<file path="src/rtl/dw_tap_sequencer.sv">
// Tap sequencer for the depthwise PE row: holds one K*K kernel per lane, streams
// weight/activation taps into the accumulating PEs and returns each window's sums.
module dw_tap_sequencer #(
    parameter int DATA_WIDTH     = 8,
    parameter int OUT_DATA_WIDTH = 32,
    parameter int LANES          = 4,
    parameter int TAPS           = 9
) (
    input  logic                            clk,
    input  logic                            reset,
    input  logic                            w_wr_en,
    input  logic [$clog2(TAPS)-1:0]         w_wr_addr,
    input  logic [LANES*DATA_WIDTH-1:0]     w_wr_data,
    input  logic                            start,
    input  logic [15:0]                     num_pixels,
    output logic                            busy,
    output logic                            done,
    input  logic                            act_valid,
    output logic                            act_ready,
    input  logic [LANES*DATA_WIDTH-1:0]     act_data,
    output logic [LANES*DATA_WIDTH-1:0]     pe_k,
    output logic [LANES*DATA_WIDTH-1:0]     pe_in,
    output logic                            pe_first,
    input  logic [LANES*OUT_DATA_WIDTH-1:0] pe_sum,
    output logic                            res_valid,
    input  logic                            res_ready,
    output logic [LANES*OUT_DATA_WIDTH-1:0] res_data
);

    localparam int TAP_W = $clog2(TAPS);
    localparam int VEC_W = LANES * DATA_WIDTH;

    localparam logic [2:0] S_IDLE    = 3'd0;
    localparam logic [2:0] S_STREAM  = 3'd1;
    localparam logic [2:0] S_DRAIN   = 3'd2;
    localparam logic [2:0] S_CAPTURE = 3'd3;
    localparam logic [2:0] S_OUTPUT  = 3'd4;

    localparam logic [TAP_W:0]   TAP_LIMIT = (TAP_W + 1)'(TAPS);
    localparam logic [TAP_W-1:0] TAP_LAST  = TAP_W'(TAPS - 1);

    logic [2:0]       state_reg, state_next;
    logic [TAP_W-1:0] tap_cnt_reg;
    logic [15:0]      pix_cnt_reg;
    logic [15:0]      num_reg;
    logic             done_reg;
    logic             res_valid_reg;
    logic [VEC_W-1:0] pe_k_reg, pe_in_reg;
    logic             pe_first_reg;
    logic [LANES*OUT_DATA_WIDTH-1:0] res_data_reg;

    logic [VEC_W-1:0] weight_mem [TAPS];

    logic tap_hs, res_hs, last_tap, last_pix, wr_ok;

    assign busy      = (state_reg != S_IDLE);
    assign act_ready = (state_reg == S_STREAM);
    assign done      = done_reg;
    assign res_valid = res_valid_reg;
    assign res_data  = res_data_reg;
    assign pe_k      = pe_k_reg;
    assign pe_in     = pe_in_reg;
    assign pe_first  = pe_first_reg;

    assign tap_hs   = act_ready && act_valid;
    assign res_hs   = (state_reg == S_OUTPUT) && res_valid_reg && res_ready;
    assign last_tap = (tap_cnt_reg == TAP_LAST);
    assign last_pix = ((pix_cnt_reg + 16'd1) == num_reg);
    // Out-of-range addresses are compared one bit wider so TAPS = 2^n still works.
    assign wr_ok    = w_wr_en && (state_reg == S_IDLE) && ({1'b0, w_wr_addr} < TAP_LIMIT);

    generate
        for (genvar gi = 0; gi < TAPS; gi++) begin : g_wmem
            always_ff @(posedge clk) begin
                if (reset) begin
                    weight_mem[gi] <= '0;
                end else if (wr_ok && (w_wr_addr == TAP_W'(gi))) begin
                    weight_mem[gi] <= w_wr_data;
                end
            end
        end
    endgenerate

    always_comb begin
        state_next = state_reg;
        case (state_reg)
            S_IDLE:    if (start && (num_pixels != 16'd0)) state_next = S_STREAM;
            S_STREAM:  if (tap_hs && last_tap) state_next = S_DRAIN;
            S_DRAIN:   state_next = S_CAPTURE;
            S_CAPTURE: state_next = S_OUTPUT;
            S_OUTPUT:  if (res_hs) state_next = last_pix ? S_IDLE : S_STREAM;
            default:   state_next = S_IDLE;
        endcase
    end

    always_ff @(posedge clk) begin
        if (reset) begin
            state_reg     <= S_IDLE;
            tap_cnt_reg   <= '0;
            pix_cnt_reg   <= '0;
            num_reg       <= '0;
            done_reg      <= 1'b0;
            res_valid_reg <= 1'b0;
            res_data_reg  <= '0;
        end else begin
            state_reg <= state_next;
            done_reg  <= 1'b0;
            case (state_reg)
                S_IDLE: begin
                    if (start) begin
                        if (num_pixels == 16'd0) begin
                            done_reg <= 1'b1;
                        end else begin
                            num_reg     <= num_pixels;
                            pix_cnt_reg <= '0;
                            tap_cnt_reg <= '0;
                        end
                    end
                end
                S_STREAM: begin
                    if (tap_hs) begin
                        tap_cnt_reg <= last_tap ? '0 : tap_cnt_reg + 1'b1;
                    end
                end
                S_CAPTURE: begin
                    res_data_reg  <= pe_sum;
                    res_valid_reg <= 1'b1;
                end
                S_OUTPUT: begin
                    if (res_hs) begin
                        res_valid_reg <= 1'b0;
                        pix_cnt_reg   <= pix_cnt_reg + 16'd1;
                        done_reg      <= last_pix;
                    end
                end
                default: ;
            endcase
        end
    end

    // Zero taps between accepts keep the free-running PE accumulators unchanged.
    always_ff @(posedge clk) begin
        if (reset || !tap_hs) begin
            pe_k_reg     <= '0;
            pe_in_reg    <= '0;
            pe_first_reg <= 1'b0;
        end else begin
            pe_k_reg     <= weight_mem[tap_cnt_reg];
            pe_in_reg    <= act_data;
            pe_first_reg <= (tap_cnt_reg == '0);
        end
    end

endmodule

</file>
<file path="config.mk">
export PLATFORM = sky130hd
export DESIGN_NAME = dw_tap_sequencer
export DESIGN_NICKNAME = d
export VERILOG_FILES = /design/src/rtl/dw_tap_sequencer.sv
export SDC_FILE = /design/constraint.sdc
export NUM_CORES = 1
export LEC_CHECK = 0
export CAP_MARGIN = 20
export CORE_MARGIN = 2
export CORE_UTILIZATION = 47
export DETAILED_ROUTE_END_ITERATION = 16
export PLACE_DENSITY = 0.76
export SKIP_CTS_REPAIR_TIMING = 1
export SYNTH_ARGS = -nofsm -noshare
export SYNTH_HDL_FRONTEND = slang
export SYNTH_SLANG_ARGS = --single-unit
</file>
<file path="constraint.sdc">
create_clock -name clk -period 3 [get_ports clk]
set_input_delay 0.45 -clock clk [delete_from_list [all_inputs] [get_ports clk]]
set_output_delay 0.45 -clock clk [all_outputs]
set_load 0.01 [all_outputs]
</file>
; ---- Word-level counts from Yosys, hierarchy flattened
; Memories as Yosys holds them, arrays and structs flattened. A register that Yosys moved wholly into a read port is not among the register bits.
; Cells that the tools add are included.
[classes]
n_addsub = 2
magnitude_cmp = 1
n_eq_ne = 20
muxes = 58
n_bitwise = 10
n_reduce_logical = 32
[op_table]
columns = operator, count
row1 = 32-bit 2-to-1 mux, 9
row2 = 16-bit 2-to-1 mux, 3
row3 = 1-bit 2-to-1 mux, 34
row4 = 16-bit case mux with 2 select lines, 1
row5 = "16-bit by 1-bit adder with 16-bit output, second input constant", 1
row6 = 16-bit == test, 1
row7 = "4-bit by 3-bit == test with 1-bit output, second input constant", 4
row8 = 1-bit logical AND, 16
row9 = 16-bit logical NOT, 1
row10 = 4-bit 2-to-1 mux, 4
row11 = 16-bit nonzero test, 1
row12 = 3-bit case mux with 5 select lines, 1
row13 = 3-bit 2-to-1 mux, 3
row14 = 1-bit bitwise OR, 9
row15 = "4-bit by 2-bit == test with 1-bit output, second input constant", 2
row16 = "4-bit == test, second input constant", 2
row17 = 4-bit logical NOT, 2
row18 = 4-bit case mux with 2 select lines, 1
row19 = 4-bit AND reduction, 2
row20 = "3-bit by 2-bit == test with 1-bit output, second input constant", 2
row21 = "2-bit by 1-bit inequality test with 1-bit output, second input constant", 3
row22 = "2-bit inequality test, second input constant", 3
row23 = 3-bit AND reduction, 2
row24 = 2-bit nonzero test, 3
row25 = other kinds (12), 13
[totals]
regBits = 202
mem_bits_rw = 288
inputBits = 218
out_inout_bits = 197
n_memories = 1
[memory_table]
columns = memory, depth, word_bits, read_ports, rd_clocked_by_memory_dff, wr, line
row1 = weight_mem, 9, 32, 1, 1, 9, 52  ; logic [VEC_W-1:0] weight_mem [TAPS];

; ---- Logic depth before layout (Yosys ltp)
; Gate-level depths: netlist (run 1).
[logic_depth]
ltp_word = 8
ltp_mapped = 11

; ---- Least setup slack after synthesis (run 1)
; Ideal clock, no wire load.
[synth_timing]
kind = register -> register
from = register state_reg[2]
to = memory weight_mem[4][0] in the netlist's numbering, enable pin
setup_ns = 0.428
arrival_time_ns = 2.795
path_slack_ns = -0.223
stages_incl_launch_ff = 6
n_path_buf = 0
synth_period_minus_slack_ns = 3.223
cell_sequence = dfxtp_1 > nor3_1 > inv_2 > nor2_1 > nand3_1 > o21bai_1
[synth_rtl]
columns = item, line
row1 = from (decl), 42  ; logic [2:0] state_reg, state_next;
row2 = from (signal assigned), 106  ; state_reg <= state_next;
row3 = to (decl), 52

; ---- Worst setup path after layout (run 1)
[layout_timing]
from = register pix_cnt_reg[0]
to = register state_reg[0]
[layout_between]
elab_chain_len = 5
[layout_lines]
columns = item, line
row1 = from (decl), 44  ; logic [15:0] pix_cnt_reg;
row2 = from (signal assigned), 132  ; pix_cnt_reg <= pix_cnt_reg + 16'd1;
row3 = 16-bit by 1-bit adder with 16-bit output, 68  ; assign last_pix = ((pix_cnt_reg + 16'd1) == num_reg);
row4 = 16-bit == test, 68
row5 = 1-bit 2-to-1 mux, 91  ; S_OUTPUT: if (res_hs) state_next = last_pix ? S_IDLE : S_STREAM;
row6 = 3-bit 2-to-1 mux, 91
row7 = 3-bit case mux with 5 select lines, 86  ; case (state_reg)
; No other way between the ends. The select of a mux whose other input is x is not followed.
; A chain may end at the register's enable or synchronous reset.

==> results.json, run 1 <==
{
  "ys_warn_count": 0,
  "yosys.cell_types.count": 58,
  "multi_input_area_sq_um": 7490,
  "setup_slack_ns": 0.357,
  "synth-edff-count": 288,
  "ctsRootBufferMaster": "clkbuf_16",
  "hold_slack_ns": 0.147,
  "endpoint_kind": "flop",
  "ys_ff_latch": 522,
  "slowest_stage": "nor4_1",
  "vias_per_cell": 5.35,
  "vias": 15300,
  "arrival_ns": 3.14,
  "fill_cells": 3527,
  "min_path_type": "in -> reg",
  "regArea_sq_um": 13300,
  "hpwl_um": 38400,
  "slew_headroom": 0.341,
  "pre_cts_ws_ns": 0.366,
  "seq_area_frac_synth": 0.626,
  "setup_viol": 0,
  "peakVddDrop_mv": 0.566,
  "swShare": 0.218,
  "ys.flop_type": "edfxtp_1",
  "r2r_cells": 8,
  "hold_start": "reset",
  "status": "finished clean",
  "hold_viol": 0,
  "drv_slew": 0,
  "cap_violations": 0,
  "clockBufferDepth": 3,
  "io_pins": 415,
  "syn_inst": 1809,
  "layout_commonest_cell": "clkdlybuf4s50_1",
  "die-area_sq_um": 47100,
  "p_comb_frac": 0.069,
  "gp_congestion": 0.878,
  "dieHeight_um": 217,
  "grt_pass1_wl_um": 87200,
  "grtUsageTotal": 0.242,
  "fin_crit_sh": 0.881,
  "rrSetupSlack_ns": 0.36,
  "whs_path_depth": 2,
  "post_drt_wl_per_cell_um": 20.4,
  "clock_sinks": 522,
  "r2r-end": "state_reg[0]",
  "drive_above_1_share": 0.107,
  "std_cell_rows": 78,
  "clkTransAtPathRegs_ns": 0.06,
  "cp-start-kind": "flop",
  "powerDensity_nw_per_um2": 554,
  "syn_area_per_cell_sq_um": 11.8,
  "h-tree-depth": 2,
  "max_freq_mhz": 378,
  "synthArstFlopShare": 0,
  "path_class": "reg -> reg",
  "largest_reg_flops": 288,
  "hold_end": "tap_cnt_reg[3]",
  "worstMarginPinSlew_ns": 0.989,
  "min_period_ns": 2.64,
  "syn_nets": 2030,
  "die_w_um": 217,
  "worstPathRequired_ns": 3.50,
  "first_global_vias": 14800,
  "p_leak_nw": 9.98,
  "ys_top_cells_by_area": "edfxtp_1 41%, dfxtp_1 22%, and2_1 9.5%",
  "syn_area_sq_um": 21300,
  "overflow": 0,
  "place.port_buffers": 414,
  "firstDrtPassIters": 7,
  "synth_top_area_share": 0.406,
  "crit_fanout": 7,
  "layout.nets": 2432,
  "fin_util": 0.622,
  "antenna_found_initial": 4,
  "intPower_mw": 12.2,
  "r2r-start": "pix_cnt_reg[0]",
  "layout_common_cells": "413 x clkdlybuf4s50_1, 324 x and2_1, 288 x edfxtp_1",
  "tritoncts": "done",
  "coreArea_sq_um": 45100,
  "drt-total-wl_um": 58100,
  "cts_made_buffers": 54,
  "fin_skew_ns": 0.0209,
  "rsz0062_at_grt": "false",
  "slowest_delay_ns": 0.49,
  "synth_area_leader_cell": "edfxtp_1",
  "route.detailed.drc": 0,
  "p_clk_frac": 0.429,
  "crit_chain": "ha_1, nand3_1, nor4_4, xor2_1, o211ai_1, nor4_1, nand3b_1, a31o_1",
  "start_util": 0.473,
  "ant_nets": 0,
  "grt_max_degree": 92,
  "pwr-share-seq": 0.502,
  "dr.first_iter.drc_count": 1359,
  "insertion_delay_ns": 0.61,
  "area_growth_pct": 31.7,
  "p_sw_mw": 3.39
}
## metal layers
metal  GRT usage  share of wire
met5           0              0
met3      0.0553          0.070
met1       0.326           0.42
met4      0.0922          0.035
met2       0.384           0.47
## power groups by stage
stage | registers, mW | clock network [mW] | logic [mW]
floorplan | 7.95 | 0 | 0.488
global placement | 7.95 | 0 | 1.06
detailed placement | 7.96 | 0 | 1.07
CTS | 7.81 | 6.80 | 1.08
global route | 7.83 | 7.04 | 1.15
finish | 7.81 | 6.67 | 1.07
## synth_stat cells, types with 6 or more instances
library cell    n
a21oi_1       180
and2_1        324
and3_1          6
buf_2          23
clkbuf_1       91
dfxtp_1       234
edfxtp_1      288
inv_1           6
mux2i_1        48
mux4_2         64
nand2_1       280
nand3_1        16
nand3b_1        7
nor2_1        112
nor3_1          9
nor3_2          8
o21ai_0        19
o21bai_1        8
xnor2_1        14
xor2_1          6
## per-stage QoR
step                TNS, ns  cells  cell area, sq um  total power, mW
global route              0   2856             28100             16.0
finish                    0   2856             28100             15.5
CTS                       0   2852             28100             15.7
global placement          0   2755             26300             9.01
floorplan            -28.54   1809             21300             8.43
detailed placement        0   2755             26300             9.04
## how the worst max path moves through the flow
stage | from | endpoint | slack [ns] | cells after the start
6_report | pix_cnt_reg[0] | state_reg[0] | 0.36 | 8
5_1_grt | pix_cnt_reg[0] | state_reg[0] | 0.16 | 8
4_1_cts | state_reg[2] | busy | 0.39 | 3
3_5_place_dp | num_pixels[0] | pix_cnt_reg[2] | 0.37 | 9
3_3_place_gp | num_pixels[0] | pix_cnt_reg[3] | 0.37 | 9
2_1_floorplan | state_reg[2] | weight_mem[4][0] | -0.22 | 5
## layout make-up
cell class / instances / area share
clock inverters: 25 / 0.00803
repair buffers: 468 / 0.167
inverters: 7 / 0.000936
multi-input cells: 1158 / 0.267
well taps: 600 / 0.0268
clock buffers: 72 / 0.0546
diodes: 4 / 0.000357
flip-flops and latches: 522 / 0.475
## kinds of logic after synthesis
family	share of synthesized area
xor gates and xnor gates	0.00898
AOI/OAI and AO/OA	0.0566
adders and majority gates	0.00176
buffers and inverters	0.0251
DFF	0.626
and+or+nand+nor	0.192
muxes	0.0902
## worst max-delay path: cells and delay by family (launching register included)
kind / cells / cell delay (ns)
xor gates and xnor gates: 1 / 0.18
DFF: 1 / 0.47
AOI/OAI and AO/OA: 2 / 0.35
and+or+nand+nor: 4 / 1.21
adders and majority gates: 1 / 0.34
Note: power is estimated with default switching activity, not from simulation.
==> run 2: changes to the inputs <==
CTS_CLUSTER_DIAMETER = 40   (was default)
==> run 2 against run 1 <==
Net effect:
- clock skew increased by 0.0047 ns
- maximum frequency increased by 1.6%
- routed wire length increased by 0.43%
- hold slack improved by 0.028 ns
- sequential power about the same
- critical endpoint unchanged
- highest routed layer unchanged
==> results.json, run 2 (synthesis results as in run 1) <==
{
  "ant_nets": 0,
  "dr.first_iter.drc_count": 1364,
  "slowest_delay_ns": 0.49,
  "std_cell_rows": 78,
  "fill_cells": 3394,
  "antenna_found_initial": 1,
  "slowest_stage": "nor4_1",
  "cp_top_family": "simple AND/OR/NAND/NOR gates",
  "crit_chain": "ha_1, nand3_1, nor4_4, xor2_1, o211ai_1, nor4_1, nand3b_1, a31o_1",
  "hold_viol": 0,
  "p_leak_nw": 10.4,
  "first_global_vias": 15100,
  "place_area_sq_um": 26300,
  "ctsRootBufferMaster": "clkbuf_16",
  "layout_common_cells": "413 x clkdlybuf4s50_1, 324 x and2_1, 288 x edfxtp_1",
  "die-area_sq_um": 47100,
  "grt_pass1_wl_um": 88600,
  "drv_slew": 0,
  "fin_skew_ns": 0.0257,
  "cap_violations": 0,
  "io_pins": 415,
  "gp_congestion": 0.878,
  "rsz0062_at_grt": "false",
  "firstDrtPassIters": 5,
  "die_w_um": 217,
  "cp-start-kind": "flop",
  "endpoint_kind": "flop",
  "worstPathRequired_ns": 3.48,
  "min_path_type": "in -> reg",
  "hold_start": "reset",
  "vias_per_cell": 5.33,
  "drt-total-wl_um": 58400,
  "clkTransAtPathRegs_ns": 0.06,
  "layout.nets": 2454,
  "slew_headroom": 0.341,
  "place.port_buffers": 414,
  "crit_fanout": 7,
  "overflow": 0,
  "arrival_ns": 3.08,
  "post_drt_wl_per_cell_um": 20.2,
  "start_util": 0.473,
  "r2r-start": "pix_cnt_reg[0]",
  "layout_commonest_cell": "clkdlybuf4s50_1",
  "coreArea_sq_um": 45100,
  "regArea_sq_um": 13300,
  "crit_buf_inv": 0,
  "setup_viol": 0,
  "powerDensity_nw_per_um2": 620,
  "fin_crit_sh": 0.867,
  "max_freq_mhz": 384,
  "hpwl_um": 38400,
  "area_growth_pct": 35.6,
  "vias": 15400,
  "design_area_sq_um": 28900,
  "peakVddDrop_mv": 0.427,
  "insertion_delay_ns": 0.59,
  "clockBufferDepth": 3,
  "drive_above_1_share": 0.127,
  "dieHeight_um": 217,
  "clock_sinks": 522,
  "power_mw": 17.9,
  "largest_reg_flops": 288,
  "cts_made_buffers": 76,
  "path_class": "reg -> reg",
  "status": "finished clean",
  "multi_input_area_sq_um": 7490,
  "grt_max_degree": 92,
  "crit_start": "pix_cnt_reg[0]",
  "h-tree-depth": 3,
  "worstMarginPinSlew_ns": 0.988,
  "route.detailed.drc": 0,
  "tritoncts": "done",
  "min_period_ns": 2.60,
  "grtUsageTotal": 0.245
}
run 2: path summary, 6_finish.rpt:
kind              slack, ns        endpoint  cells past startpoint
hold reg to reg        0.45    res_data[29]                      2
hold / removal         0.18  tap_cnt_reg[3]                      2
setup / recovery       0.40    state_reg[0]                      8
setup reg to reg       0.40    state_reg[0]                      8
run 2: final cells by class:
class	count	share of cell area
Antenna cell	1	0.0000866
Clock buffer	82	0.0677
Sequential cell	522	0.462
Tap cell	600	0.0260
Inverter	7	0.000909
Timing Repair Buffer	468	0.162
Multi-Input combinational cell	1158	0.259
Clock inverter	55	0.0224
run 2: power by group:
| part | internal (mW) | total, mW | switching (mW) |
|---|---|---|---|
| Combinational | 0.578 | 1.07 | 0.495 |
| Sequential | 7.74 | 7.82 | 0.0793 |
| Clock | 5.60 | 9.03 | 3.43 |
| Total | 13.9 | 17.9 | 4.00 |
run 2: worst register-to-register path, cell delays in order (launching register included):
cell and delay (ns):
dfxtp_1 0.45, ha_1 0.32, nand3_1 0.26, nor4_4 0.30, xor2_1 0.18, o211ai_1 0.10
nor4_1 0.49, nand3b_1 0.16, a31o_1 0.25
run 2: through the flow:
stage | worst slack (ns) | hold slack, ns | std cells | util | TNS, ns
4_1_cts | 0.437 | 0.131 | 2892 | 0.641 | 0
2_1_floorplan | -0.223 | 0.452 | 1809 | - | -28.54
6_report | 0.398 | 0.175 | 2893 | 0.641 | 0
3_5_place_dp | 0.366 | 0.446 | 2755 | 0.583 | 0
3_3_place_gp | 0.368 | 0.442 | 2755 | 0.583 | 0
5_1_grt | 0.153 | 0.161 | 2893 | 0.641 | 0
run 2: routing by layer:
metal,global-route usage,share of wire,vias up,wire length (um)
met4,0.0977,0.034,0,2000
met1,0.329,0.42,7559,24500
met2,0.392,0.48,583,27700
met3,0.0519,0.070,129,4100
met5,0,0,-,0
li1,-,-,7142,-
